[src/rtl/apb_clint.sv]
// APB3 core-local interruptor: 64-bit mtime/mtimecmp, msip, registered mti_o/msi_o.
// Optional mtime prescaler at offset 0x18 when SOPHON_CLINT_PRESCALER_EN is defined.
module apb_clint #(
  parameter int unsigned ADDR_W  = 12,
  parameter logic [63:0] CMP_RST = 64'hFFFF_FFFF_FFFF_FFFF
) (
  input  logic              clk_i,
  input  logic              rst_ni,
  input  logic [ADDR_W-1:0] paddr_i,
  input  logic [31:0]       pwdata_i,
  input  logic              pwrite_i,
  input  logic              psel_i,
  input  logic              penable_i,
  output logic [31:0]       prdata_o,
  output logic              pready_o,
  output logic              pslverr_o,
  output logic              mti_o,
  output logic              msi_o
);

  typedef enum logic [1:0] {StIdle = 2'd0, StWait = 2'd1, StDone = 2'd2} state_e;

  state_e      state_q;
  logic [63:0] mtime_q, mtime_d, cmp_q, cmp_d;
  logic [31:0] shadow_q, shadow_d, rdata;
  logic        msip_q, msip_d;
  logic        mapped, commit, wr_en, rd_en, tick;
  logic [2:0]  idx;
  logic        unused_addr;

  assign idx         = paddr_i[4:2];
  assign unused_addr = ^paddr_i[1:0];
  // Commit only if the master still selects us at the end of the wait state.
  assign commit      = (state_q == StWait) && psel_i;
  assign wr_en       = commit && pwrite_i && mapped;
  assign rd_en       = commit && !pwrite_i && mapped;

`ifdef SOPHON_CLINT_PRESCALER_EN
  logic [15:0] presc_q, presc_d, div_q, div_d;

  always_comb begin
    tick    = (div_q == presc_q);
    presc_d = presc_q;
    div_d   = tick ? 16'd0 : div_q + 16'd1;
    if (wr_en && idx == 3'd6) begin
      presc_d = pwdata_i[15:0];
      div_d   = 16'd0;
    end
  end

  always_ff @(posedge clk_i or negedge rst_ni) begin
    if (!rst_ni) begin
      presc_q <= 16'd0;
      div_q   <= 16'd0;
    end else begin
      presc_q <= presc_d;
      div_q   <= div_d;
    end
  end
`else
  assign tick = 1'b1;
`endif

  always_comb begin
    mapped = (paddr_i[ADDR_W-1:5] == '0);
    rdata  = '0;
    case (idx)
      3'd0: rdata = {31'd0, msip_q};
      3'd2: rdata = cmp_q[31:0];
      3'd3: rdata = cmp_q[63:32];
      3'd4: rdata = mtime_q[31:0];
      3'd5: rdata = shadow_q;
`ifdef SOPHON_CLINT_PRESCALER_EN
      3'd6: rdata = {16'd0, presc_q};
`endif
      default: mapped = 1'b0;
    endcase
    if (!mapped) rdata = '0;
  end

  always_comb begin
    msip_d   = msip_q;
    cmp_d    = cmp_q;
    shadow_d = shadow_q;
    mtime_d  = tick ? mtime_q + 64'd1 : mtime_q;
    // A half-write replaces the increment; the other half holds without carry.
    if (wr_en) begin
      case (idx)
        3'd0:    msip_d = pwdata_i[0];
        3'd2:    cmp_d[31:0] = pwdata_i;
        3'd3:    cmp_d[63:32] = pwdata_i;
        3'd4:    mtime_d = {mtime_q[63:32], pwdata_i};
        3'd5:    mtime_d = {pwdata_i, mtime_q[31:0]};
        default: ;
      endcase
    end
    if (rd_en && idx == 3'd4) shadow_d = mtime_q[63:32];
  end

  always_ff @(posedge clk_i or negedge rst_ni) begin
    if (!rst_ni) begin
      mtime_q  <= 64'd0;
      cmp_q    <= CMP_RST;
      shadow_q <= 32'd0;
      msip_q   <= 1'b0;
      mti_o    <= 1'b0;
      msi_o    <= 1'b0;
    end else begin
      mtime_q  <= mtime_d;
      cmp_q    <= cmp_d;
      shadow_q <= shadow_d;
      msip_q   <= msip_d;
      mti_o    <= (mtime_q >= cmp_q);
      msi_o    <= msip_q;
    end
  end

  always_ff @(posedge clk_i or negedge rst_ni) begin
    if (!rst_ni) begin
      state_q   <= StIdle;
      prdata_o  <= 32'd0;
      pready_o  <= 1'b0;
      pslverr_o <= 1'b0;
    end else begin
      case (state_q)
        StIdle: if (psel_i && penable_i) state_q <= StWait;
        StWait: begin
          if (psel_i) begin
            state_q   <= StDone;
            pready_o  <= 1'b1;
            prdata_o  <= pwrite_i ? 32'd0 : rdata;
            pslverr_o <= !mapped;
          end else begin
            state_q <= StIdle;
          end
        end
        StDone: begin
          state_q   <= StIdle;
          pready_o  <= 1'b0;
          pslverr_o <= 1'b0;
        end
        default: state_q <= StIdle;
      endcase
    end
  end

endmodule
[config.mk]
export PLATFORM = sky130hd
export DESIGN_NAME = apb_clint
export DESIGN_NICKNAME = d
export VERILOG_FILES = /design/src/rtl/apb_clint.sv
export SDC_FILE = /design/constraint.sdc
export NUM_CORES = 1
export LEC_CHECK = 0
export CAP_MARGIN = 20
export CORE_MARGIN = 1
export CORE_UTILIZATION = 54
export CTS_CLUSTER_SIZE = 40
export DETAILED_ROUTE_END_ITERATION = 8
export GPL_ROUTABILITY_DRIVEN = 0
export PLACE_DENSITY_LB_ADDON = 0.1
export SYNTH_ARGS = -nofsm -noshare
export SYNTH_HDL_FRONTEND = slang
export SYNTH_SLANG_ARGS = --single-unit
[constraint.sdc]
create_clock -name clk_i -period 5.3 [get_ports clk_i]
set_input_delay 0.53 -clock clk_i [delete_from_list [all_inputs] [get_ports clk_i]]
set_output_delay 0.53 -clock clk_i [all_outputs]
set_load 0.01 [all_outputs]
# Yosys cells after proc, flatten, opt, wreduce, memory -nomap -nowiden

Cells that the tools add are included.
W data, S select, Z words.

Output and inout port bits: 36
Word-level logic and storage cells: 56
Register bits: 199
Bits of input ports: 49

Add/subtract/negate cells: 1
Reduce and logical (&&, ||, !) cells: 19
Multiplexer cells: 13
Equal/unequal tests: 10
Order comparisons: 1

Operators by type and width:

| cell                    | number |
|---|---|
| $pmux W32 S5            | 1 |
| $pmux W64 S2            | 1 |
| $add A64 B1 Y64 const B | 1 |
| $ge A64 B64 Y1          | 1 |
| $mux W32                | 2 |
| $mux W64                | 1 |
| $reduce_and A2 Y1       | 5 |
| $ne A2 B2 Y1 const B    | 4 |
| $logic_and A1 B1 Y1     | 7 |
| $logic_not A7 Y1        | 1 |
| $eq A3 B2 Y1 const B    | 2 |
| $eq A3 B3 Y1 const B    | 2 |
| $reduce_or A5 Y1        | 1 |
| $mux W2                 | 2 |
| $pmux W1 S2             | 2 |
| $pmux W2 S2             | 1 |
| $logic_not A3 Y1        | 1 |
| $mux W1                 | 3 |
| $eq A2 B1 Y1 const B    | 1 |
| $eq A2 B2 Y1 const B    | 1 |
| $logic_not A1 Y1        | 2 |
| $logic_not A2 Y1        | 1 |
| $reduce_bool A2 Y1      | 1 |

# Depth between registers and ports, before layout

Depth after elaboration: 6
Mapped depth: 11

# Least setup slack after synthesis

Ideal clock, no wire load.

Path kind: input port to flip-flop
From: in paddr_i[7]
To: reg mtime_q[32]
Path buffers: 3
Cell stages on the path: 9
Slack: 2.694 ns
Setup time: 0.127 ns
Arrival: 2.479 ns
Path through: or4_1 buf_2 or4_4 buf_6 and3_1 buf_6 and4_4 o32ai_2 a21oi_1

Cells in the longest elaborated chain, start to end: 4
Elaborated cells on any way between the ends: 5

RTL lines:

| what                                               | RTL line | source |
|---|---|---|
| start: declaration                                 | 9        | `input logic [ADDR_W-1:0] paddr_i,` |
| $logic_not A7 Y1 (*)                               | 65       | `mapped = (paddr_i[ADDR_W-1:5] == '0);` |
| $mux W1 (*)                                        | 67       | `case (idx)` |
| $logic_and A1 B1 Y1 (*)                            | 35       | `assign wr_en = commit && pwrite_i && mapped;` |
| $ne A2 B2 Y1 (no line) or $mux W64 (tied branches) | --       |  |
| end signal: assignment                             | 109      | `mtime_q <= mtime_d;` |
| end: declaration                                   | 24       | `logic [63:0] mtime_q, mtime_d, cmp_q, cmp_d;` |

Every way passes the cells marked *; elsewhere a longest branch is shown, timed or not.
A chain may end at the register's enable or synchronous reset.

# Worst setup path after layout

From: in paddr_i[7]
To: reg mtime_q[46]

Same word-level chain as after synthesis.

==> run_results.csv <==
group,metric,value,unit
logic_synthesis,synth_top_area_share,29.21,%
logic_synthesis,synth_cell_types,68,
grt,grt_pass1_vias,9203,
logic_synthesis,synth-simple-area-share,17.24,%
min_path,hp-class,"in -> async",
logic_synthesis,muxShareOfSynthArea,10.28,%
final_layout,fillCellCount,1759,
final_layout,area_delta_synth_final,14.04,%
logic_synthesis,ys_ff_latch,199,
logic_synthesis,synthAdderAreaFrac,7.033,%
clock_network,cts_root_buf,"clkbuf_16",
logic_synthesis,syn_inst,1188,
logic_synthesis,syn_nets,1302,
critical_path,cp-start-kind,"input pin",
detailed_routing,ant_nets,0,
sta,period_minus_slack,3.302,ns
logic_synthesis,syn_avg_cell_area,9.734,um2
die,die-height,148.3,um
sta,layout_worst_path_cycle_share,62.29,%
detailed_routing,drt_iter0_markers,777,
final_layout,nNetsFinal,1353,
grt,grtUsageTotal,31.39,%
critical_path,end_kind,"flop",
clock_network,clock_latency,0.44,ns
final_layout,drive_gt1_share,13.50,%
detailed_routing,wl_per_cell,21.82,um
grt,grt_overflow_total,0,
sta,clock_skew,0.01082,ns
clock_network,cts_hold_buf,0,
sta,max_slew_margin,22.74,%
logic_synthesis,ys_warn_count,0,
place,dpl_worst_slack,1.628,ns
sta,rsz0062_at_grt,"false",
die,io_pins,85,
final_layout,multiInputGateArea,0.005969,mm2
logic_synthesis,synthTopCellsByArea,"dfrtp_1, dfstp_2, ha_1, mux2i_1, nand2_1",
sta,hold_viol,0,
power,peakVddDrop,0.1904,mV
logic_synthesis,ys_async_sr_fraction,100.0,%
sta,tns,0,ns
logic_synthesis,yosysSeqAreaShare,43.76,%
outcome,status,"complete, no violations",
clock_network,cts_num_sinks,199,
clock_network,cts-resized-gates,0,
final_layout,seqCellArea,0.005060,mm2
die,die_area,0.02200,mm2
critical_path,crit_required,5.66,ns
clock_network,postCtsSetupRepairBufs,0,
die,rows,53,
logic_synthesis,synth_compound_area_share,16.73,%
flow_run,cap_violations,0,
critical_path,path_max_fanout,35,
die,dieWidth,148.3,um
clock_network,clock_path_buffers,2,
sta,setup_slack,1.998,ns
final_layout,num_antenna_cells,0,
detailed_routing,dr_total_vias,9793,
critical_path,path_class,"in -> reg",
sta,fmax,302.9,MHz
power,p_per_area,242.0,mW/mm2
clock_network,cts_buffers,17,
sta,slew_violations,0,
grt,grt_pass1_wl,52920,um
detailed_routing,drc,0,
grt,grt_max_degree,125,
logic_synthesis,synth.largest_area_cell,"dfrtp_1",
grt,antenna_found_initial,0,
clock_network,cts_tree,"built",
die,core_area,0.02102,mm2
sta,worstMarginPinSlew,1.155,ns
logic_synthesis,synth-xor-area-share,0.1515,%
place,port_buffers,82,
power,cellLeakagePower,5.988,nW
place,dpl.hpwl,22850,um
logic_synthesis,netlist_area,0.01156,mm2
clock_network,path_clk_slew,0.08,ns
detailed_routing,firstDrtPassIters,6,
clock_network,htreeDepth,4,
detailed_routing,drt_wl_total,33320,um
logic_synthesis,synth_edf_count,0,
critical_path,critical_path_arrival,3.66,ns
detailed_routing,vias_per_cell,6.413,
die,initial_core_util,55.01,%
sta,finalSetupViolCount,0,
logic_synthesis,ys.flop_type,"dfrtp_1",
logic_synthesis,synth_top_family_by_area,"simple AND/OR/NAND/NOR gates",
==> per-stage QoR <==
stage / utilization (%) / instance area [um2] / total power, mW / hold slack, ns / instances
floorplan: - / 11560 / 1.749 / 0.2344 / 1188
global placement: 59.93 / 12600 / 1.891 / 0.3860 / 1495
detailed placement: 59.93 / 12600 / 1.898 / 0.3886 / 1495
CTS: 62.73 / 13190 / 3.207 / 0.2931 / 1527
global route: 62.73 / 13190 / 3.303 / 0.3348 / 1527
finish: 62.73 / 13190 / 3.191 / 0.2440 / 1527
==> state kept, by name, indices dropped and copies added, names as in the netlist <==
signal     cells
pready_o       1
state_q        2
msi_o          1
shadow_q      32
mtime_q       64
prdata_o      32
msip_q         1
mti_o          1
cmp_q         64
pslverr_o      1
==> kinds of logic (layout without fill, tap and decap cells) <==
family | after synthesis | in the layout
adders and majority gates | 65 | 65
DFF | 199 | 199
buffers and inverters | 140 | 204
AOI/OAI and AO/OA | 293 | 293
muxes | 111 | 111
xor gates and xnor gates | 2 | 2
and+or+nand+nor | 378 | 378
==> layout make-up <==
class / count / share of cell area [%]
Multi-Input combinational cell: 849 / 45.27
Tap cell: 275 / 2.609
Inverter: 73 / 2.078
Timing Repair Buffer: 99 / 7.201
Clock inverter: 8 / 0.6736
Clock buffer: 24 / 3.805
Sequential cell: 199 / 38.37
==> cell usage in the layout (no fill, tap or decap), types with 8 or more instances in the layout <==
cell type and instances:
mux2_2 38, clkdlybuf4s50_1 80, dfrtp_1 135, a22oi_1 11, nor4_1 10, o21ai_0 73
mux2i_1 49, a221oi_1 12, nor3_1 24, nor2_1 56, buf_4 18, nor2b_1 8
nand3_1 42, inv_1 73, nand4_1 28, o22ai_1 25, clkbuf_16 17, and4_1 22
nand2_1 117, a211oi_1 16, ha_1 65, o211ai_1 11, and3_1 26, dfstp_2 64
a21oi_1 58, o21a_1 8, a22o_1 32, a31oi_1 12, mux2_1 24
==> final timing paths <==
kind                                             start                       to  slack (ns)  cells after the start
worst max-delay path                        paddr_i[7]  mtime_q[46]$_DFFE_PN0P_        2.00                      6
worst min-delay path                            rst_ni  prdata_o[3]$_DFFE_PN0P_        0.24                      1
worst max register to register  mtime_q[1]$_DFFE_PN0P_  mtime_q[54]$_DFFE_PN0P_        2.19                      8
worst min register to register      msip_q$_DFFE_PN0P_          msi_o$_DFF_PN0_        0.40                      0
max in group asynchronous                       rst_ni    cmp_q[13]$_DFFE_PN1P_        3.86                      2
min in group clk_i                  msip_q$_DFFE_PN0P_          msi_o$_DFF_PN0_        0.40                      0
==> synthesized netlist by cell type (10+ instances only) <==
cell	instances
a211oi_1	16
a21oi_1	58
a221oi_1	12
a22o_1	32
a22oi_1	11
a31oi_1	12
and3_1	26
and4_1	22
buf_2	13
clkbuf_1	48
dfrtp_1	135
dfstp_2	64
ha_1	65
inv_1	73
mux2_1	24
mux2_2	38
mux2i_1	49
nand2_1	117
nand3_1	43
nand4_1	28
nor2_1	56
nor3_1	24
nor4_1	10
o211ai_1	11
o21ai_0	73
o22ai_1	25
==> critical path: stages <==
cell and delay, ns:
clkdlybuf4s50_1 0.39, or4_1 0.70, or4_4 0.79, nor2_1 0.97, a22oi_1 0.14, o21ai_0 0.13
==> per-layer routing <==
metal | vias up | GRT usage (%) | wire [um]
li1 | 4497 | - | -
met1 | 4833 | 45.17 | 15040
met2 | 421 | 48.52 | 15170
met3 | 42 | 5.736 | 2558
met4 | 0 | 8.557 | 548
met5 | - | 0 | 0
==> where the power goes <==
group / internal (mW) / switching [mW]
clock network: 0.718 / 0.600
registers: 1.55 / 0.0595
logic: 0.107 / 0.153
(Power assumes the default switching activity.)
